[config.mk]
export PLATFORM = sky130hd
export DESIGN_NAME = pe_int_dot_accum32
export DESIGN_NICKNAME = d
export VERILOG_FILES = /design/src/rtl/pe_pkg.sv /design/src/rtl/sat_add32.sv /design/src/rtl/pe_int_dot_accum32.sv
export SDC_FILE = /design/constraint.sdc
export NUM_CORES = 1
export LEC_CHECK = 0
export BUFFER_PORTS_ARGS = -buffer_cell sky130_fd_sc_hd__buf_4
export CORE_MARGIN = 2
export CORE_UTILIZATION = 60
export DETAILED_ROUTE_END_ITERATION = 8
export PLACE_DENSITY_LB_ADDON = 0.1
export SYNTH_ARGS = -nofsm -noshare
export SYNTH_HDL_FRONTEND = slang
export SYNTH_HIERARCHICAL = 1
export SYNTH_SLANG_ARGS = --single-unit
[constraint.sdc]
create_clock -name clk -period 6.8 [get_ports clk]
set_clock_uncertainty 0.1 [all_clocks]
set_input_delay 0.34 -clock clk [delete_from_list [all_inputs] [get_ports clk]]
set_output_delay 0.34 -clock clk [all_outputs]
set_load 0.02 [all_outputs]
[src/rtl/pe_pkg.sv]
// Shared PE datapath definitions for the dot-product accumulator and int2float32.
// Holds the operand/accumulator widths, the symmetric clamp limits and the
// accumulator FSM state encoding.
package pe_pkg;

  localparam int PE_DATA_W = 16;
  localparam int PE_ACC_W  = 32;
  localparam int PE_LEN_W  = 8;

  // Symmetric clamp range: -2^31 is never produced, because the int2float32
  // sign-fix (negate) path cannot represent its magnitude.
  localparam logic [PE_ACC_W-1:0] ACC_POS_MAX = 32'h7FFF_FFFF;
  localparam logic [PE_ACC_W-1:0] ACC_NEG_MAX = 32'h8000_0001;

  typedef enum logic [1:0] {
    ST_IDLE  = 2'd0,
    ST_ACC   = 2'd1,
    ST_FLUSH = 2'd2,
    ST_OUT   = 2'd3
  } pe_state_e;

endpackage

[src/rtl/sat_add32.sv]
// Purpose:  33-bit signed add of accumulator and product, clamped to +/-(2^31-1).
// Latency:  combinational.
// Backpressure: none (pure function of its inputs).
// Ports: acc_dat/prod_dat signed addends in, sum_dat clamped sum out,
//        sat_dat high when the clamp was applied.
module sat_add32
  import pe_pkg::*;
(
  input  logic [PE_ACC_W-1:0] acc_dat,
  input  logic [PE_ACC_W-1:0] prod_dat,
  output logic [PE_ACC_W-1:0] sum_dat,
  output logic                sat_dat
);

  localparam logic signed [PE_ACC_W:0] POS_LIM = {1'b0, ACC_POS_MAX};
  localparam logic signed [PE_ACC_W:0] NEG_LIM = {1'b1, ACC_NEG_MAX};

  logic signed [PE_ACC_W:0] sum33;

  always_comb begin
    sum33   = $signed({acc_dat[PE_ACC_W-1], acc_dat}) +
              $signed({prod_dat[PE_ACC_W-1], prod_dat});
    sum_dat = sum33[PE_ACC_W-1:0];
    sat_dat = 1'b0;
    if (sum33 > POS_LIM) begin
      sum_dat = ACC_POS_MAX;
      sat_dat = 1'b1;
    end else if (sum33 < NEG_LIM) begin
      sum_dat = ACC_NEG_MAX;
      sat_dat = 1'b1;
    end
  end

endmodule

[src/rtl/pe_int_dot_accum32.sv]
// Purpose:  streaming signed dot product of cfg_len operand pairs into a saturating 32-bit sum.
// Latency:  result valid on the edge after the flush cycle (2nd edge counting the last accept edge).
// Backpressure: in_ready low during FLUSH/OUT; result held stable in OUT until out_ready.
// Ports: clk/rst_n (async active-low), clr sync soft clear, cfg_len vector length
//        (0 = 2^LEN_W), in_valid/in_ready/in_a/in_b operand stream,
//        out_valid/out_ready/out_sum/out_sat result stream.
module pe_int_dot_accum32
  import pe_pkg::*;
#(
  parameter int DATA_W = PE_DATA_W,
  parameter int ACC_W  = PE_ACC_W,
  parameter int LEN_W  = PE_LEN_W
) (
  input  logic              clk,
  input  logic              rst_n,
  input  logic              clr,
  input  logic [LEN_W-1:0]  cfg_len,
  input  logic              in_valid,
  output logic              in_ready,
  input  logic [DATA_W-1:0] in_a,
  input  logic [DATA_W-1:0] in_b,
  output logic              out_valid,
  input  logic              out_ready,
  output logic [ACC_W-1:0]  out_sum,
  output logic              out_sat
);

  pe_state_e             state_q, state_d;
  logic [LEN_W:0]        cnt_q, cnt_d;
  logic [LEN_W:0]        len_q, len_d;
  logic [2*DATA_W-1:0]   prod_q, prod_d;
  logic [ACC_W-1:0]      acc_q, acc_d;
  logic                  sat_q, sat_d;
  logic                  out_valid_q, out_valid_d;
  logic [ACC_W-1:0]      out_sum_q, out_sum_d;
  logic                  out_sat_q, out_sat_d;

  logic                  accept;
  logic [LEN_W:0]        len_dec;
  logic [LEN_W:0]        cnt_inc;
  logic [2*DATA_W-1:0]   a_ext;
  logic [2*DATA_W-1:0]   b_ext;
  logic [ACC_W-1:0]      add_sum;
  logic                  add_sat;

  sat_add32 u_sat_add (
    .acc_dat  (acc_q),
    .prod_dat (prod_q),
    .sum_dat  (add_sum),
    .sat_dat  (add_sat)
  );

  assign in_ready  = (state_q == ST_IDLE) || (state_q == ST_ACC);
  assign accept    = in_valid && in_ready;
  assign out_valid = out_valid_q;
  assign out_sum   = out_sum_q;
  assign out_sat   = out_sat_q;

  // Length field 0 stands for the full 2^LEN_W; the extra bit keeps it unambiguous.
  assign len_dec = (cfg_len == '0) ? {1'b1, {LEN_W{1'b0}}} : {1'b0, cfg_len};
  assign cnt_inc = cnt_q + 1'b1;

  // Sign-extend before multiplying so the low 2*DATA_W bits are the signed product.
  assign a_ext = {{DATA_W{in_a[DATA_W-1]}}, in_a};
  assign b_ext = {{DATA_W{in_b[DATA_W-1]}}, in_b};

  always_comb begin
    state_d     = state_q;
    cnt_d       = cnt_q;
    len_d       = len_q;
    acc_d       = acc_q;
    sat_d       = sat_q;
    out_valid_d = out_valid_q;
    out_sum_d   = out_sum_q;
    out_sat_d   = out_sat_q;
    // prod_q returns to zero when no beat is accepted, so adding it during
    // input gaps leaves the accumulator unchanged.
    prod_d      = accept ? (a_ext * b_ext) : '0;

    unique case (state_q)
      ST_IDLE: begin
        if (accept) begin
          len_d   = len_dec;
          cnt_d   = {{LEN_W{1'b0}}, 1'b1};
          acc_d   = '0;
          sat_d   = 1'b0;
          state_d = (len_dec == {{LEN_W{1'b0}}, 1'b1}) ? ST_FLUSH : ST_ACC;
        end
      end
      ST_ACC: begin
        acc_d = add_sum;
        sat_d = sat_q | add_sat;
        if (accept) begin
          cnt_d = cnt_inc;
          if (cnt_inc == len_q) begin
            state_d = ST_FLUSH;
          end
        end
      end
      ST_FLUSH: begin
        // Folds in the last product and loads the result registers directly.
        acc_d       = add_sum;
        sat_d       = sat_q | add_sat;
        out_sum_d   = add_sum;
        out_sat_d   = sat_q | add_sat;
        out_valid_d = 1'b1;
        state_d     = ST_OUT;
      end
      ST_OUT: begin
        if (out_ready) begin
          state_d     = ST_IDLE;
          acc_d       = '0;
          cnt_d       = '0;
          sat_d       = 1'b0;
          out_valid_d = 1'b0;
        end
      end
      default: begin
        state_d = ST_IDLE;
      end
    endcase

    if (clr) begin
      state_d     = ST_IDLE;
      acc_d       = '0;
      cnt_d       = '0;
      sat_d       = 1'b0;
      out_valid_d = 1'b0;
      prod_d      = '0;
    end
  end

  always_ff @(posedge clk or negedge rst_n) begin
    if (!rst_n) begin
      state_q     <= ST_IDLE;
      cnt_q       <= '0;
      len_q       <= '0;
      prod_q      <= '0;
      acc_q       <= '0;
      sat_q       <= 1'b0;
      out_valid_q <= 1'b0;
      out_sum_q   <= '0;
      out_sat_q   <= 1'b0;
    end else begin
      state_q     <= state_d;
      cnt_q       <= cnt_d;
      len_q       <= len_d;
      prod_q      <= prod_d;
      acc_q       <= acc_d;
      sat_q       <= sat_d;
      out_valid_q <= out_valid_d;
      out_sum_q   <= out_sum_d;
      out_sat_q   <= out_sat_d;
    end
  end

endmodule
# Yosys cells after proc, flatten, opt, wreduce, memory -nomap -nowiden
# Cells that the tools add are included.
op_classes:
  addsub: 2
  multipliers: 1
  div: 0
  n_lt_le_gt_ge: 2
  n_eq_ne: 9
  shifts: 0
  muxes: 29
  n_bitwise: 1
  reduce_logical: 12
op_table:
  columns: ["op", "n"]
  rows:
  - ["$mux W32", 7]
  - ["$pmux W32 S3", 1]
  - ["$mux W9", 5]
  - ["$add A32 B32 Y33", 1]
  - ["$gt A33 B32 Y1 const B", 1]
  - ["$lt A33 B32 Y1 const B", 1]
  - ["$mul A16 B16 Y32", 1]
  - ["$pmux W9 S3", 1]
  - ["$mux W2", 6]
  - ["$add A9 B1 Y9 const B", 1]
  - ["$eq A9 B1 Y1 const B", 1]
  - ["$eq A9 B9 Y1", 1]
  - ["$ne A3 B3 Y1 const B", 3]
  - ["$logic_not A8 Y1", 1]
  - ["$pmux W2 S4", 1]
  - ["$reduce_and A4 Y1", 2]
  - ["$mux W1", 6]
  - ["$reduce_and A2 Y1", 3]
  - ["$eq A2 B2 Y1 const B", 2]
  - ["$reduce_bool A4 Y1", 1]
  - ["$ne A3 B2 Y1 const B", 1]
  - ["$pmux W1 S3", 1]
  - ["$reduce_bool A3 Y1", 1]
  - ["$eq A2 B1 Y1 const B", 1]
  - ["6 further kinds", 6]
word_totals:
  regBits: 119
  latchBits: 0
  ram_bits: 0
  rom_bits: 0
  in_bits: 45
  out_inout_bits: 35
  wordCells: 65
  n_memories: 0

# Longest topological paths before layout
# Gate-level depths: netlist of run 1.
logic_depth:
  word_depth: 7
  ltp_mapped: 23
  ltp_nobuf: 22

# Cells and area by module
# The synthesis of run 1 kept the hierarchy.
modules_own_cells:
  columns: ["mod", "n_inst", "cells_per_inst", "area_each_um2", "seq_area_each_um2"]
  rows:
  - ["pe_int_dot_accum32", 1, 1544, 14819.2, 2977.9]
  - ["sat_add32", 1, 343, 2528.7, 0.0]

# Worst setup path before layout of run 1
# OpenSTA, ideal clock, no wires.
synth_path:
  kind: "input port to flip-flop"
  from: "in in_a[15]"
  to: "reg prod_q[28]"
  setup_time_ns: 0.132
  arrival_ns: 5.886
  required_time_ns: 6.568
  setup_slack_ns: 0.682
  path_stages: 19
  path_buffers: 1
  cell_sequence: "clkbuf_1 > nand2_1 > fa_1 > inv_1 > fa_1 > fa_1 > fa_1 > fa_1 > inv_1 > fa_1 > inv_1 > ha_1 > a21o_1 > a211o_2 > a31oi_1 > a31oi_2 > a31oi_1 > xor2_1 > nor2_1"
synth_via:
  elab_chain_cells: 3
synth_lines:
  columns: ["element", "line_no", "rtl"]
  rows:
  - ["from (decl)", "pe_int_dot_accum32.sv:20", "input logic [DATA_W-1:0] in_a,"]
  - ["$mul A16 B16 Y32", "pe_int_dot_accum32.sv:78", "prod_d = accept ? (a_ext * b_ext) : '0;"]
  - ["$mux W32", "pe_int_dot_accum32.sv:78", null]
  - ["$mux W32", "pe_int_dot_accum32.sv:123", "if (clr) begin"]
  - ["via prod_d[28]", "pe_int_dot_accum32.sv:31", "logic [2*DATA_W-1:0] prod_q, prod_d;"]
  - ["to (signal assigned)", "pe_int_dot_accum32.sv:148", "prod_q <= prod_d;"]
  - ["to (decl)", "pe_int_dot_accum32.sv:31", null]
# The timed path passes the listed nets, and every way through them passes these cells.
# A chain may end at the register's enable or synchronous reset.

# Final worst setup path of run 1
layout_path:
  from: "in in_b[5]"
  to: "reg prod_q[28]"
layout_via:
  elab_chain_cells: 3
layout_lines:
  columns: ["element", "line_no", "rtl"]
  rows:
  - ["from (decl)", "pe_int_dot_accum32.sv:21", "input logic [DATA_W-1:0] in_b,"]
  - ["$mul A16 B16 Y32", "pe_int_dot_accum32.sv:78", null]
  - ["$mux W32", "pe_int_dot_accum32.sv:78", null]
  - ["$mux W32", "pe_int_dot_accum32.sv:123", null]
  - ["via prod_d[28]", "pe_int_dot_accum32.sv:31", null]
# The timed path passes the listed nets, and every way through them passes these cells.

==> results of run 1 <==
[state kept, by name, summed over array words and instances, names as in the netlist]
signal     cells
sat_q          1
out_sum       32
out_valid      1
acc_q         32
prod_q        32
out_sat        1
cnt_q          9
state_q        2
len_q          9
[logic make-up after synthesis]
kind of cell | Yosys count | synth area share [%]
compound gates | 290 | 11.16
xor+xnor | 69 | 3.606
fa+ha+maj | 397 | 39.86
buf+inv | 421 | 9.427
flops | 119 | 17.17
mux | 47 | 3.029
simple gates | 544 | 15.76
[final cells by class]
cell class / instances / area (um2)
Clock inverter: 13 / 195.2
Clock buffer: 19 / 442.9
Tap cell: 384 / 480.5
Fill cell: 2375 / 9799
Multi-Input combinational cell: 1347 / 12750
Timing Repair Buffer: 90 / 678.2
Sequential cell: 119 / 2978
Inverter: 347 / 1303
[per-layer routing]
layer	vias up	global-route usage, %	share of wire [%]
met2	396	48.37	48
met5	-	0	0
met3	81	3.259	5.0
li1	6048	-	-
met1	6469	40.17	44
met4	0	10.57	3.4
[path summary, 6_finish.rpt]
| check | start | endpoint | slack, ps |
|---|---|---|---|
| max | in_b[5] | prod_q[28] | 710 |
| min | cfg_len[7] | len_q[7] | 60 |
| max reg2reg | acc_q[0] | acc_q[29] | 2900 |
| min reg2reg | acc_q[31] | acc_q[31] | 390 |
| max in group asynchronous | rst_n | out_sum[29] | 4950 |
| min in group asynchronous | rst_n | state_q[0] | 450 |
[Yosys cell counts, types with 3 or more instances]
library cell | count | area, um2
xnor2_1 | 44 | 385.4
dfrtp_1 | 119 | 2978
o2111ai_1 | 3 | 26.28
mux2i_1 | 3 | 30.03
nor3_1 | 12 | 60.06
clkbuf_1 | 52 | 195.2
nand2b_1 | 23 | 143.9
ha_1 | 119 | 1489
nand3_1 | 15 | 75.07
xor2_1 | 23 | 201.4
nand2_1 | 225 | 844.6
o21ai_0 | 89 | 445.4
a21oi_1 | 71 | 355.3
o21ai_1 | 8 | 40.04
mux2_2 | 44 | 495.5
a211oi_1 | 7 | 52.55
nand4_1 | 8 | 50.05
o21a_1 | 7 | 52.55
o21ai_2 | 3 | 26.28
a211o_1 | 3 | 26.28
fa_1 | 263 | 5265
nand3b_1 | 3 | 22.52
buf_4 | 3 | 22.52
maj3_1 | 7 | 70.07
o21bai_1 | 8 | 60.06
nor2b_1 | 9 | 56.30
a31oi_2 | 3 | 37.54
nor4_1 | 5 | 31.28
or3_1 | 7 | 43.79
inv_1 | 347 | 1303
o31ai_1 | 9 | 67.56
nand4b_1 | 3 | 26.28
or2_2 | 3 | 18.77
and3_1 | 10 | 62.56
a21o_1 | 18 | 135.1
a21boi_0 | 4 | 30.03
and2_1 | 133 | 832.1
clkbuf_2 | 4 | 20.02
maj3_2 | 8 | 90.09
buf_2 | 11 | 55.05
a31oi_1 | 9 | 56.30
o211ai_1 | 12 | 90.09
nor2_1 | 65 | 244.0
[per-stage QoR]
stage / hold WS (ps) / worst slack, ps / util, % / std cells / cell area (um2)
floorplan: -55.59 / 681.9 / - / 1887 / 17350
global placement: 372.4 / 426.8 / 63.50 / 2286 / 18180
detailed placement: 381.3 / 308.0 / 63.50 / 2286 / 18180
CTS: 54.33 / 715.4 / 65.77 / 2319 / 18830
global route: 58.44 / 462.1 / 65.77 / 2319 / 18830
finish: 59.63 / 711.6 / 65.77 / 2319 / 18830
[what timing repair did]
item | 4_1_cts | 5_1_grt
setup buffers | 0 | 0
hold endpoints to repair | 65 | 0
hold buffers | 1 | 0
[critical path, stage by stage]
cell	delay, ps
buf_4	180
nand2_1	140
fa_1	580
inv_1	80
fa_1	1000
fa_1	540
fa_1	490
fa_1	560
inv_1	60
fa_1	540
inv_1	50
ha_1	380
a21o_1	190
a211o_2	340
a31oi_1	180
a31oi_2	160
a31oi_1	230
xor2_1	160
nor2_1	60
==> qor.yml, run 1 <==
routed_wl_um: 42310
r2r_cells: 15
antenna_found_initial: 0
required_ps: 6970
rsz0062_at_grt: "no"
layout_common_cells: "inv_1, fa_1, nand2_1, and2_1"
vias_per_cell: 5.603
core_um2: 28630
layout_min_cycle_time_ps: 6088
clock_latency_ps: 420
numCtsBuffers: 17
overflow: 0
synth_edf_count: 0
drive_above_1_share_pct: 11.01
root_buffer: "clkbuf_16"
io_pins: 80
ant_nets: 0
cts.sinks: 119
antennaDiodeCount: 0
grt.total_usage_pct: 29.23
layout_commonest_cell: "inv_1"
start_util_pct: 60.60
synth-seq-area-share_pct: 17.17
setup_tns_ps: 0
syn2layout_area_growth_pct: 8.518
cp-start-kind: "input pin"
critPathCaptureType: "flop"
drv_cap: 0
worstPathArrival_ps: 6260
dieArea_um2: 30290
slew_headroom_pct: 39.01
grt_pass1_wl_um: 70170
synth-main-ff-cell: "dfrtp_1"
final_hold_viol_count: 0
syn_avg_cell_area_um2: 9.193
htree_levels: 4
rows: 62
outcome: "complete, no violations"
fin_crit_sh_pct: 89.54
first_global_vias: 13650
io_buffers: 79
cts-resized-gates: 0
cts_tree: "built"
place.gp.congestion: 0.9424
wl_per_cell_um: 18.24
grt_max_degree: 69
critPathMaxFanout: 16
die_h_um: 174.0
max_freq_mhz: 164.2
netlist_area_um2: 17350
worst_pin_slew_ps: 914.9
hold_path_depth: 2
ys_async_sr_fraction_pct: 100.0
clock_path_buffers: 2
yosysWarnings: 6
nets: 2349
num_vias: 12990
synth_cell_types: 93
clk_pin_slew_ps: 60
drt_iter0_drc: 728
synthCells: 1887
synth-seq-cells: 119
crit_type: "in -> reg"
hp-class: "in -> reg"
setup_viol: 0
drtPass1Iterations: 6
syn_nets: 2314
die_w_um: 174.0
hpwl_um: 34190
report.final.slew_viol_count: 0
drc: 0
Power of run 1 is not shown: default switching activity piles up to over one toggle a cycle in this logic, so the estimate is an artifact.
==> run 2, diff against run 1 <==
--- a/config.mk
+++ b/config.mk
@@ -9,3 +9,3 @@
 export CORE_MARGIN = 2
-export CORE_UTILIZATION = 60
+export CORE_UTILIZATION = 61
 export DETAILED_ROUTE_END_ITERATION = 8
==> constraint.sdc (replaced) <==
create_clock -name clk -period 6.8 [get_ports clk]
set_clock_uncertainty 0.1 [all_clocks]
set_input_delay 0.68 -clock clk [delete_from_list [all_inputs] [get_ports clk]]
set_output_delay 0.68 -clock clk [all_outputs]
set_load 0.02 [all_outputs]
==> run 2 against run 1 <==
  * Flip-flop and latch count unchanged
  * Critical endpoint is now prod_q[30]
  * Worst setup slack worse by 100 ps
  * Final area about the same
  * Global-route usage up 0.62 points
  * Count of clock-buffer cells in the layout down 1
  * Highest routed layer unchanged
==> qor.yml, run 2 (synthesis results as in run 1) <==
syn2layout_area_growth_pct: 8.445  # about the same
layout_commonest_cell: "inv_1"
dieArea_um2: 29800  # -1.6%
top_layer: "met4"
drt_iter0_drc: 972  # +34%
max_freq_mhz: 161.5  # -1.6%
num_vias: 13040  # +0.34%
drtPass1Iterations: 5  # -1
clk_pin_slew_ps: 60  # about the same
cts_tree: "built"
r2r_cells: 15  # unchanged
grt_pass1_wl_um: 70970  # +1.2%
grt_max_degree: 69  # unchanged
final_hold_viol_count: 0  # unchanged
ant_nets: 0  # unchanged
antenna_found_initial: 0  # unchanged
outcome: "complete, no violations"
die_h_um: 172.6  # -0.80%
drc: 0  # unchanged
htree_levels: 4  # unchanged
reg2reg_slack_ps: 2880  # -20 ps
overflow: 0  # unchanged
drive_above_1_share_pct: 11.20  # +0.20 points
vias_per_cell: 5.632  # +0.51%
place_inst: 2284  # -0.087%
worstPathArrival_ps: 6410  # +150 ps
reg2reg_to: "acc_q[0]"
core_um2: 27860  # -2.7%
critPathMaxFanout: 16  # unchanged
critPathCaptureType: "flop"
layout_common_cells: "inv_1, fa_1, nand2_1, and2_1"
fin_crit_sh_pct: 91.04  # +1.5 points
die_w_um: 172.6  # -0.80%
io_buffers: 79  # unchanged
clock_latency_ps: 420  # about the same
hp-class: "in -> async"
clock_path_buffers: 2  # unchanged
worst_hold_slack_ps: 237.0  # +177.4 ps
met2WireLength_um: 21010  # +4.3%
layout_min_cycle_time_ps: 6191  # +102.1 ps
numCtsBuffers: 17  # unchanged
cp-start-kind: "input pin"
wl_met3_um: 2165  # +2.4%
start_util_pct: 62.27  # +1.7 points
endpoint: "prod_q[30]"
post-cts-setup-buffers: 0  # unchanged
slew_headroom_pct: 41.29  # +2.3 points
setup_viol: 0  # unchanged
grt.total_usage_pct: 29.85  # +0.62 points
place.gp.congestion: 0.9628  # +2.2%
io_pins: 80  # unchanged
setup_tns_ps: 0  # unchanged
cts-resized-gates: 0  # unchanged
wl_per_cell_um: 18.53  # +1.6%
rsz0062_at_grt: "no"
hpwl_um: 34950  # +2.2%
wl_met1_um: 18690  # +0.33%
finalNonFillerCells: 2315  # -0.17%
cts.sinks: 119  # unchanged
root_buffer: "clkbuf_16"
rows: 61  # -1.6%
worst_pin_slew_ps: 880.6  # -34.22 ps
routed_wl_um: 42890  # +1.4%
drv_cap: 0  # unchanged
required_ps: 7020  # +50 ps
r2r-start: "acc_q[0]"
critPathLaunch: "in_b[1]"
antennaDiodeCount: 0  # unchanged
cts_hold_buf: 0  # -1
report.final.slew_viol_count: 0  # unchanged
first_global_vias: 13600  # -0.42%
crit_type: "in -> reg"
nets: 2352  # +0.13%
==> run 2: changes by cell type in the layout (fill, tap and decap cells not counted), sizes merged <==
cell         previous run  this run
bufinv                  4         3
clkinv                  3         5
buf                    89        93
dlygate4sd3             1         0
clkbuf                 19        18
inv                   350       349
==> run 2: layout make-up <==
| class | instances | area (um2) |
|---|---|---|
| Clock buffer | 18 | 439.2 |
| Clock inverter | 13 | 173.9 |
| Inverter | 347 | 1303 |
| Sequential cell | 119 | 2978 |
| Fill cell | 2321 | 9045 |
| Timing Repair Buffer | 93 | 698.2 |
| Multi-Input combinational cell | 1347 | 12750 |
| Tap cell | 378 | 473.0 |
==> run 2: per-stage QoR <==
step                      utilization, %  cell area [um2]  worst slack [ps]
after floorplan                        -            17350             341.9
after global placement             65.33            18200             265.0
after detailed placement           65.33            18200             202.9
after CTS                          67.53            18810             661.5
after global routing               67.53            18810             299.3
final                              67.53            18810             609.5
==> run 2: how the worst min path moves through the flow <==
stage,from,endpoint,slack (ps),cells after the start
4_1_cts,rst_n,state_q[0],260,1
2_1_floorplan,rst_n,acc_q[0],280,0
3_3_place_gp,sat_q,sat_q,370,1
3_5_place_dp,sat_q,sat_q,380,1
5_1_grt,rst_n,state_q[0],300,1
6_report,rst_n,state_q[0],240,1
==> run 2: metal layers <==
metal	track usage, %	vias to the layer above
li1	-	6052
met1	40.91	6521
met2	50.82	412
met3	2.792	53
met4	8.974	0
met5	0	-
==> run 2: critical path: stages <==
cell     delay (ps)
buf_4           190
nand2_1         140
inv_1           100
fa_1            530
inv_1           150
fa_1            550
inv_1            50
fa_1            540
fa_1            460
fa_1            550
inv_1            60
fa_1            520
inv_1            40
ha_1            400
and4_1          250
and2b_1         170
a31oi_1         100
a31oi_2         350
a21oi_1         120
or3_1           310
a21oi_1         150
Power of run 2 is left out for the same reason.
==> run 3, diff against run 2 <==
- CORE_ASPECT_RATIO: unset -> 1.5
- CORE_UTILIZATION: 61 -> 35
- SYNTH_HIERARCHICAL: 1 -> unset
==> run 3 against run 2 <==
  * Highest routed layer unchanged
  * Critical path depth rose by 1
  * Die area increased by 74%
  * Maximum frequency shrank 1.8%
  * Synthesized area grew 0.74%
  * Worst hold slack got worse by 57 ps
  * Count of clock-buffer cells in the layout up 4
  * Synthesized cell count rose by 5.1%
  * Flip-flop and latch count did not move
  * Sequential share of layout area down 0.54 points
  * Via count rose by 3.1%
==> qor.yml, run 3 <==
drtPass1Iterations: 5  # unchanged
setup_viol: 0  # unchanged
grt_max_degree: 105  # +52%
htree_levels: 4  # unchanged
ant_nets: 0  # unchanged
synth_common_cells: "inv_1, fa_1, nand2_1"
drc: 0  # unchanged
worst_pin_slew_ps: 1145  # +264.3 ps
io_pins: 80  # unchanged
finalNonFillerCells: 2710  # +17%
netlist_area_um2: 17480  # +0.74%
yosysWarnings: 0  # -6
ys_async_sr_fraction_pct: 100.0  # unchanged
syn_avg_cell_area_um2: 8.813  # -4.1%
synth_top_area_cell: "fa_1"
numCtsBuffers: 17  # unchanged
report.final.slew_viol_count: 0  # unchanged
crit_type: "in -> reg"
rsz0062_at_grt: "no"
met2WireLength_um: 24020  # +14%
worst_hold_slack_ps: 180.2  # -56.87 ps
worstPathArrival_ps: 6500  # +90 ps
synth_area_leaders: "fa_1, dfrtp_1, ha_1"
fin_area_um2: 19480  # +3.5%
r2r_cells: 11  # -4
root_buffer: "clkbuf_16"
outcome: "complete, no violations"
cts_tree: "built"
rows: 100  # +64%
cts-resized-gates: 0  # unchanged
layout_min_cycle_time_ps: 6303  # +112.1 ps
synth-seq-cells: 119  # unchanged
place.gp.congestion: 0.8907  # -7.5%
placed_cell_area_um2: 18910  # +3.9%
top_layer: "met4"
critPathCaptureType: "flop"
critPathMaxFanout: 16  # unchanged
vias_per_cell: 4.959  # -12%
overflow: 0  # unchanged
io_buffers: 79  # unchanged
slew_headroom_pct: 23.12  # -18 points
routed_wl_um: 46390  # +8.2%
drt_iter0_drc: 571  # -41%
antenna_found_initial: 0  # unchanged
wl_met1_um: 20510  # +9.7%
core_um2: 49420  # +77%
start_util_pct: 35.36  # -27 points
synth_edf_count: 0  # unchanged
cpPeakStageDelay_ps: 540  # about the same
die_h_um: 277.7  # +61%
final_hold_viol_count: 0  # unchanged
hp-class: "in -> async"
wl_per_cell_um: 17.12  # -7.6%
worst_path_most_repeated_cell: "fa_1"
synthCells: 1983  # +5.1%
max_freq_mhz: 158.7  # -1.8%
slowest_stage: "fa_1"
post-cts-setup-buffers: 0  # unchanged
cp-start-kind: "input pin"
nets: 2462  # +4.7%
place_inst: 2679  # +17%
layout_commonest_cell: "inv_1"
synth_most_common_cell: "inv_1"
antennaDiodeCount: 0  # unchanged
worstPathCellList: "buf_4 > nand2_1 > fa_1 > inv_1 > fa_1 > inv_1 > fa_1 > inv_1 > fa_1 > fa_1 > inv_1 > fa_1 > inv_1 > ha_1 > and3_1 > a221o_1 > a21oi_1 > a211oi_1 > o31ai_1 > o221ai_1 > xnor2_1 > nor2_1"
drv_cap: 0  # unchanged
cts.sinks: 119  # unchanged
dieArea_um2: 51770  # +74%
fin_crit_sh_pct: 92.68  # +1.6 points
synth-main-ff-cell: "dfrtp_1"
num_vias: 13440  # +3.1%
yosys.area.top_type_share_pct: 30.13  # -0.22 points
clock_latency_ps: 430  # about the same
syn_nets: 2410  # +4.1%
clock_path_buffers: 2  # unchanged
hpwl_um: 38040  # +8.8%
first_global_vias: 14710  # +8.2%
required_ps: 7000  # -20 ps
wl_met3_um: 1037  # -52%
clk_pin_slew_ps: 60  # about the same
die_w_um: 186.5  # +8.0%
syn2layout_area_growth_pct: 11.46
drive_above_1_share_pct: 9.477  # -1.7 points
grt.total_usage_pct: 18.64  # -11 points
layout_common_cells: "inv_1, fa_1, nand2_1, and2_1, nand3_1"
synth-seq-area-share_pct: 17.04  # -0.13 points
synth_cell_types: 74  # -20%
grt_pass1_wl_um: 78250  # +10%
cts_hold_buf: 0  # unchanged
[run 3: cell types whose count changed after synthesis, moves of 16 or more]
cell / delta
nand2_1: -28
nor2b_1: +25
nor2_1: +16
mux2_2: -29
nand3_1: +116
a21oi_1: +18
clkbuf_1: +27
inv_1: -26
[run 3: per-stage QoR]
stage                     worst slack [ps]  setup TNS [ps]  utilization (%)
after detailed placement            -2.981          -2.981            38.27
after global placement               17.83               0            38.27
after global routing                 89.99               0            39.42
after CTS                            454.0               0            39.42
after floorplan                      343.5               0                -
final                                497.4               0            39.42
[run 3: cell families (layout without fill, tap and decap cells)]
family / after synthesis / in the layout / share of synthesized area (%)
AOI/OAI and AO/OA: 298 / 298 / 10.92
muxes: 19 / 19 / 1.196
DFF: 119 / 119 / 17.04
adders and majority gates: 388 / 388 / 39.01
xor gates and xnor gates: 65 / 65 / 3.257
and+or+nand+nor: 679 / 679 / 19.54
buffers and inverters: 415 / 479 / 9.042
[run 3: critical path: cells and delay by family]
family                   cells  cell delay, ps
AND/OR/NAND/NOR              3             400
XOR/XNOR                     1             180
adder cells (fa/ha/maj)      7            3420
buffers and inverters        6             480
AO/OA/AOI/OAI                5            1330
[run 3: final cells by class]
cell class / count / area [um2]
repair buffers: 127 / 965.9
well taps: 663 / 829.5
fillers: 5062 / 29940
inverters: 321 / 1205
flip-flops and latches: 119 / 2978
clock buffers: 22 / 464.2
clock inverters: 9 / 101.3
multi-input cells: 1449 / 12940
[run 3: path summary, 6_finish.rpt]
path | start | end | slack [ps]
worst max-delay path | in_b[9] | prod_q[31] | 500
worst min-delay path | rst_n | len_q[1] | 180
worst max register to register | acc_q[13] | out_sum[25] | 2430
worst min register to register | acc_q[4] | acc_q[4] | 390
max in group asynchronous | rst_n | acc_q[25] | 5010
min in group clk | acc_q[4] | acc_q[4] | 390
[run 3: layer usage]
metal  GRT usage, %  vias up
li1               -     6497
met1          23.50     6690
met2          34.31      211
met3          1.556       40
met4          4.579        0
met5              0        -
Power of run 3 is left out for the same reason.
